$ cat src/rtl/gpio_in_conditioner.sv
// gpio_in_conditioner: per-bit input front-end for raw gpio pins.
// Each bit is synchronised through two flops and debounced by a counter.
// The block then produces a debounced level, one-cycle rise/fall pulses and a
// sticky, write-1-to-clear interrupt status. irq_out is the OR of all status bits.
module gpio_in_conditioner #(
    parameter int WIDTH           = 8,
    parameter int DEBOUNCE_CYCLES = 4
) (
    input  logic             bb_clk_in,
    input  logic             bb_rst_n_in,
    input  logic [WIDTH-1:0] bb_gpio_in,
    input  logic [WIDTH-1:0] irq_en_in,
    input  logic [WIDTH-1:0] irq_clr_in,
    output logic [WIDTH-1:0] gpio_level_out,
    output logic [WIDTH-1:0] gpio_rise_out,
    output logic [WIDTH-1:0] gpio_fall_out,
    output logic [WIDTH-1:0] irq_status_out,
    output logic             irq_out
);

    localparam int CNT_W = $clog2(DEBOUNCE_CYCLES + 1);
    localparam logic [CNT_W-1:0] CNT_LAST = CNT_W'(DEBOUNCE_CYCLES - 1);

    logic [WIDTH-1:0] s1_q, s1_d;
    logic [WIDTH-1:0] s2_q, s2_d;
    logic [WIDTH-1:0] level_q, level_d;
    logic [WIDTH-1:0] rise_q, rise_d;
    logic [WIDTH-1:0] fall_q, fall_d;
    logic [WIDTH-1:0] irq_status_q, irq_status_d;
    logic [CNT_W-1:0] cnt_q [WIDTH];
    logic [CNT_W-1:0] cnt_d [WIDTH];

    // Next-state logic: synchroniser shift, per-bit debounce, edge pulses, sticky status
    always_comb begin
        s1_d         = bb_gpio_in;
        s2_d         = s1_q;
        level_d      = level_q;
        rise_d       = '0;
        fall_d       = '0;
        irq_status_d = irq_status_q;
        cnt_d        = cnt_q;
        for (int unsigned i = 0; i < WIDTH; i++) begin
            if (s2_q[i] == level_q[i]) begin
                cnt_d[i] = '0;
            end else if (cnt_q[i] == CNT_LAST) begin
                level_d[i] = s2_q[i];
                cnt_d[i]   = '0;
                rise_d[i]  = s2_q[i];
                fall_d[i]  = ~s2_q[i];
            end else begin
                cnt_d[i] = cnt_q[i] + CNT_W'(1);
            end
            // A new enabled event takes priority over a clear on the same edge
            if ((rise_d[i] || fall_d[i]) && irq_en_in[i]) begin
                irq_status_d[i] = 1'b1;
            end else if (irq_clr_in[i]) begin
                irq_status_d[i] = 1'b0;
            end
        end
    end

    // State registers with asynchronous active-low clear
    always_ff @(posedge bb_clk_in or negedge bb_rst_n_in) begin
        if (!bb_rst_n_in) begin
            s1_q         <= '0;
            s2_q         <= '0;
            level_q      <= '0;
            rise_q       <= '0;
            fall_q       <= '0;
            irq_status_q <= '0;
            for (int unsigned i = 0; i < WIDTH; i++) begin
                cnt_q[i] <= '0;
            end
        end else begin
            s1_q         <= s1_d;
            s2_q         <= s2_d;
            level_q      <= level_d;
            rise_q       <= rise_d;
            fall_q       <= fall_d;
            irq_status_q <= irq_status_d;
            cnt_q        <= cnt_d;
        end
    end

    assign gpio_level_out = level_q;
    assign gpio_rise_out  = rise_q;
    assign gpio_fall_out  = fall_q;
    assign irq_status_out = irq_status_q;
    assign irq_out        = |irq_status_q;

endmodule
$ cat config.mk
export PLATFORM = sky130hd
export DESIGN_NAME = gpio_in_conditioner
export DESIGN_NICKNAME = d
export VERILOG_FILES = /design/src/rtl/gpio_in_conditioner.sv
export SDC_FILE = /design/constraint.sdc
export NUM_CORES = 1
export LEC_CHECK = 0
export ABC_AREA = 1
export CORE_MARGIN = 4
export CORE_UTILIZATION = 50
export DETAILED_ROUTE_END_ITERATION = 8
export PLACE_DENSITY = 0.77
export SKIP_CTS_REPAIR_TIMING = 1
export SYNTH_ARGS = -nofsm -noshare
export SYNTH_HDL_FRONTEND = slang
export SYNTH_SLANG_ARGS = --single-unit
$ cat constraint.sdc
create_clock -name bb_clk_in -period 1.22 [get_ports bb_clk_in]
set_input_delay 0.366 -clock bb_clk_in [delete_from_list [all_inputs] [get_ports bb_clk_in]]
set_output_delay 0.366 -clock bb_clk_in [all_outputs]
set_load 0.05 [all_outputs]
== Word-level counts from Yosys, hierarchy flattened ==
Cells that the tools add are included.
Storage, ports and cells
  logic and storage cells: 165
  output and inout port bits: 33
  register bits after elaboration: 72
Operators by class
  reductions and logical operators: 33
  bitwise logic cells: 16
  multiplexer cells: 64
  equality and inequality tests: 16
  add/subtract/negate cells: 8
Operators by type and width (number)
  $mux 1: 48
  $mux 3: 16
  $add 3x1->3 const B: 8
  $eq 3x2->1 const B: 8
  $not 1->1: 16
  $reduce_and 2->1: 8
  $reduce_bool 2->1: 8
  $eq 1x1->1: 8
  $logic_and 1x1->1: 8
  $logic_or 1x1->1: 8
  $reduce_or 8->1: 1

== Logic depth before layout (Yosys ltp) ==
  word-level depth: 6
  depth in mapped cells: 5
  mapped depth without buffers: 5

== Worst setup path after synthesis ==
No wires, ideal clock.
  kind: register to output
  start: register irq_status_q[3] (netlist: irq_status_out[3])
  end: output irq_out
  data arrival time: 1207 ps
  path slack: -353 ps
  cell stages (with the launch flop): 3
  path through: dfrtp_1 -> nor2_1 -> nand4_1
On the way
  word-level cells in the longest chain between the ends: 1
Ends and longest elaborated chain
  from (decl): line 29  | logic [WIDTH-1:0] irq_status_q, irq_status_d;
  from (signal assigned): line 80  | irq_status_q <= irq_status_d;
  $reduce_or 8->1: line 89  | assign irq_out = |irq_status_q;
  to (decl): line 18  | output logic irq_out
No other way between the ends.

== Worst setup path after layout ==
  start: register irq_status_q[1] (netlist: irq_status_out[1])
  end: output irq_out
Same word-level chain as after synthesis.

==> flow_summary.json <==
{
  "numCtsBuffers": 9,
  "cap_violations": 0,
  "total_power_mw": 7.75,
  "cp_data_arrival_time_ns": 1.13,
  "r2r_end": "irq_status_out[5]$_DFFE_PN0P_",
  "detail-route-antenna-nets": 0,
  "cp_max_fo": 2,
  "root_buffer": "clkbuf_8",
  "yosysTopAreaCellShare": 0.659,
  "grt_max_degree": 73,
  "setup_viol": 33,
  "overflow": 0,
  "fin_crit_sh": 1.23,
  "grt_pass1_vias": 1981,
  "period_needed_ns": 1.49,
  "peakVddDrop_mv": 1.34,
  "num_rows": 26,
  "antenna_found_initial": 0,
  "ys_seq_area_frac": 0.659,
  "n_antenna_cell": 0,
  "pwr_density_cell_nw_per_um2": 1920,
  "grt_pass1_wl_um": 8750,
  "violations": "setup timing",
  "hp-class": "in -> async",
  "clk_pin_slew_ns": 0.07,
  "htree_levels": 3,
  "worstMarginPinSlew_ns": 0.370,
  "max_freq_mhz": 669,
  "io_buffers": 58,
  "gp_congestion": 0.839,
  "yosys-top-cells-area": "dfrtp_1 66%, nand2_1 9.5%, inv_1 9.2%, nor2_1 4.9%, ha_1 3.7%",
  "die_area_um2": 6710,
  "drt_iter0_markers": 107,
  "clk_path_buf_depth": 2,
  "hold_violations": 0,
  "wl_per_cell_um": 12.2,
  "syn_area_um2": 2730,
  "endpoint_kind": "output pin",
  "setup_tns_ns": -2.68,
  "p_leak_nw": 2.15,
  "dp_slack_ns": 0.0655,
  "area_growth_pct": 47.5,
  "core-area_um2": 5200,
  "die_w_um": 81.9,
  "wl_um": 5390,
  "clkSinkCount": 72,
  "critPathKind": "reg -> out",
  "fin_nets": 401,
  "grt_use_total": 0.178,
  "hpwlAfterDp_um": 3680,
  "syn_inst": 285,
  "worstSetupEndpoint": "irq_out",
  "synth.ff_latch_count": 72,
  "startpoint": "irq_status_out[1]$_DFFE_PN0P_",
  "maxSlewHeadroom": 0.753,
  "avgSynthCellArea_um2": 9.59,
  "via_count": 1952,
  "via_per_inst": 4.42,
  "fp.dieH_um": 81.9,
  "rr_startpoint": "cnt_q[6]$_DFF_PN0_",
  "worstPathRequired_ns": 0.85,
  "yosysTopAreaCell": "dfrtp_1",
  "clock_skew_ns": 0.00687,
  "yosys_warnings": 0,
  "rsz0062_at_grt": "yes",
  "start_kind": "register",
  "clkLatencyLatePin_ns": 0.33,
  "cts_tree": "done",
  "drc_errors": 0,
  "io_pins": 59,
  "slew_viol_final": 0,
  "drive_gt1_frac": 0.250,
  "netlist-cell-type-count": 10,
  "synth_nets": 319,
  "fin_ws_ns": -0.275,
  "initial_core_util": 0.525,
  "r2r_slack_ns": 0.13,
  "status": "finished, violations left",
  "firstDrtPassIters": 4,
  "r2r_cells": 5
}
-- flip-flops by register name (all words and copies together), names as in the netlist --
name,count
s1_q,8
irq_status_out,8
cnt_q,24
s2_q,8
gpio_rise_out,8
gpio_fall_out,8
gpio_level_out,8
-- kinds of logic after synthesis --
logic type,count (synthesis),synth area share
buf+inv,67,0.0920
flops,72,0.659
simple gates,130,0.198
fa+ha+maj,8,0.0366
compound gates,8,0.0146
-- report_power, final --
part,switching (mW),total (mW),internal [mW]
clock,0.805,1.59,0.789
sequential,0.320,3.13,2.81
combinational,1.69,3.02,1.33
total,2.82,7.75,4.93
-- placed cells by master, fill, tap and decap left out --
master / count
clkinv_2: 2
nor2_2: 11
clkinvlp_4: 1
buf_2: 1
nor2_1: 33
dfrtp_1: 58
o21ai_0: 8
buf_4: 9
dfrtp_2: 14
clkdlybuf4s50_1: 24
clkbuf_1: 3
ha_1: 8
nand3_1: 8
buf_6: 4
nand4_1: 1
nand2_1: 69
nand2_2: 8
inv_1: 67
buf_12: 33
clkbuf_8: 10
-- worst min path at each step --
stage / from / endpoint / slack [ns]
floorplan: bb_rst_n_in / cnt_q[0]$_DFF_PN0_ / 0.07
global placement: s1_q[4]$_DFF_PN0_ / s2_q[4]$_DFF_PN0_ / 0.33
detailed placement: s1_q[2]$_DFF_PN0_ / s2_q[2]$_DFF_PN0_ / 0.34
CTS: bb_rst_n_in / gpio_level_out[6]$_DFFE_PN0P_ / 0.05
global route: bb_rst_n_in / gpio_level_out[6]$_DFFE_PN0P_ / 0.05
finish: bb_rst_n_in / gpio_level_out[6]$_DFFE_PN0P_ / 0.04
-- area by class of cell --
type | instances | area (µm²)
sequential | 72 | 1820
fill | 331 | 1170
timing repair buffer | 71 | 1020
multi-input combinational | 146 | 688
inverter | 67 | 251
clock buffer | 13 | 149
tap | 70 | 87.6
clock inverter | 3 | 17.5
-- cells in the mapped netlist --
cell type,n
o21ai_0,8
ha_1,8
dfrtp_1,72
nor2_1,36
nor2_2,8
nand2_2,8
nand2_1,69
inv_1,67
nand4_1,1
nand3_1,8
-- metrics by stage --
| stage | cell area [µm²] | instances | util | hold slack [ns] |
|---|---|---|---|---|
| 5_1_grt | 4030 | 442 | 0.775 | 0.0527 |
| 3_5_place_dp | 3800 | 422 | 0.731 | 0.337 |
| 3_3_place_gp | 3800 | 422 | 0.731 | 0.333 |
| 2_1_floorplan | 2740 | 285 | - | 0.0704 |
| 4_1_cts | 3970 | 438 | 0.763 | 0.0454 |
| 6_report | 4030 | 442 | 0.775 | 0.0371 |
-- routing by layer --
| layer | part of all wire | vias up | GRT usage |
|---|---|---|---|
| met2 | 0.54 | 45 | 0.314 |
| met1 | 0.39 | 911 | 0.193 |
| met5 | 0 | - | 0 |
| li1 | - | 987 | - |
| met4 | 0.017 | 0 | 0.0897 |
| met3 | 0.050 | 9 | 0.0526 |
-- worst max-delay path, stage by stage (launching register included) --
cell and delay (ns):
dfrtp_2 0.40, nor2_1 0.11, nand4_1 0.11, buf_6 0.17
No activity file was read; power rests on OpenSTA's default activity.
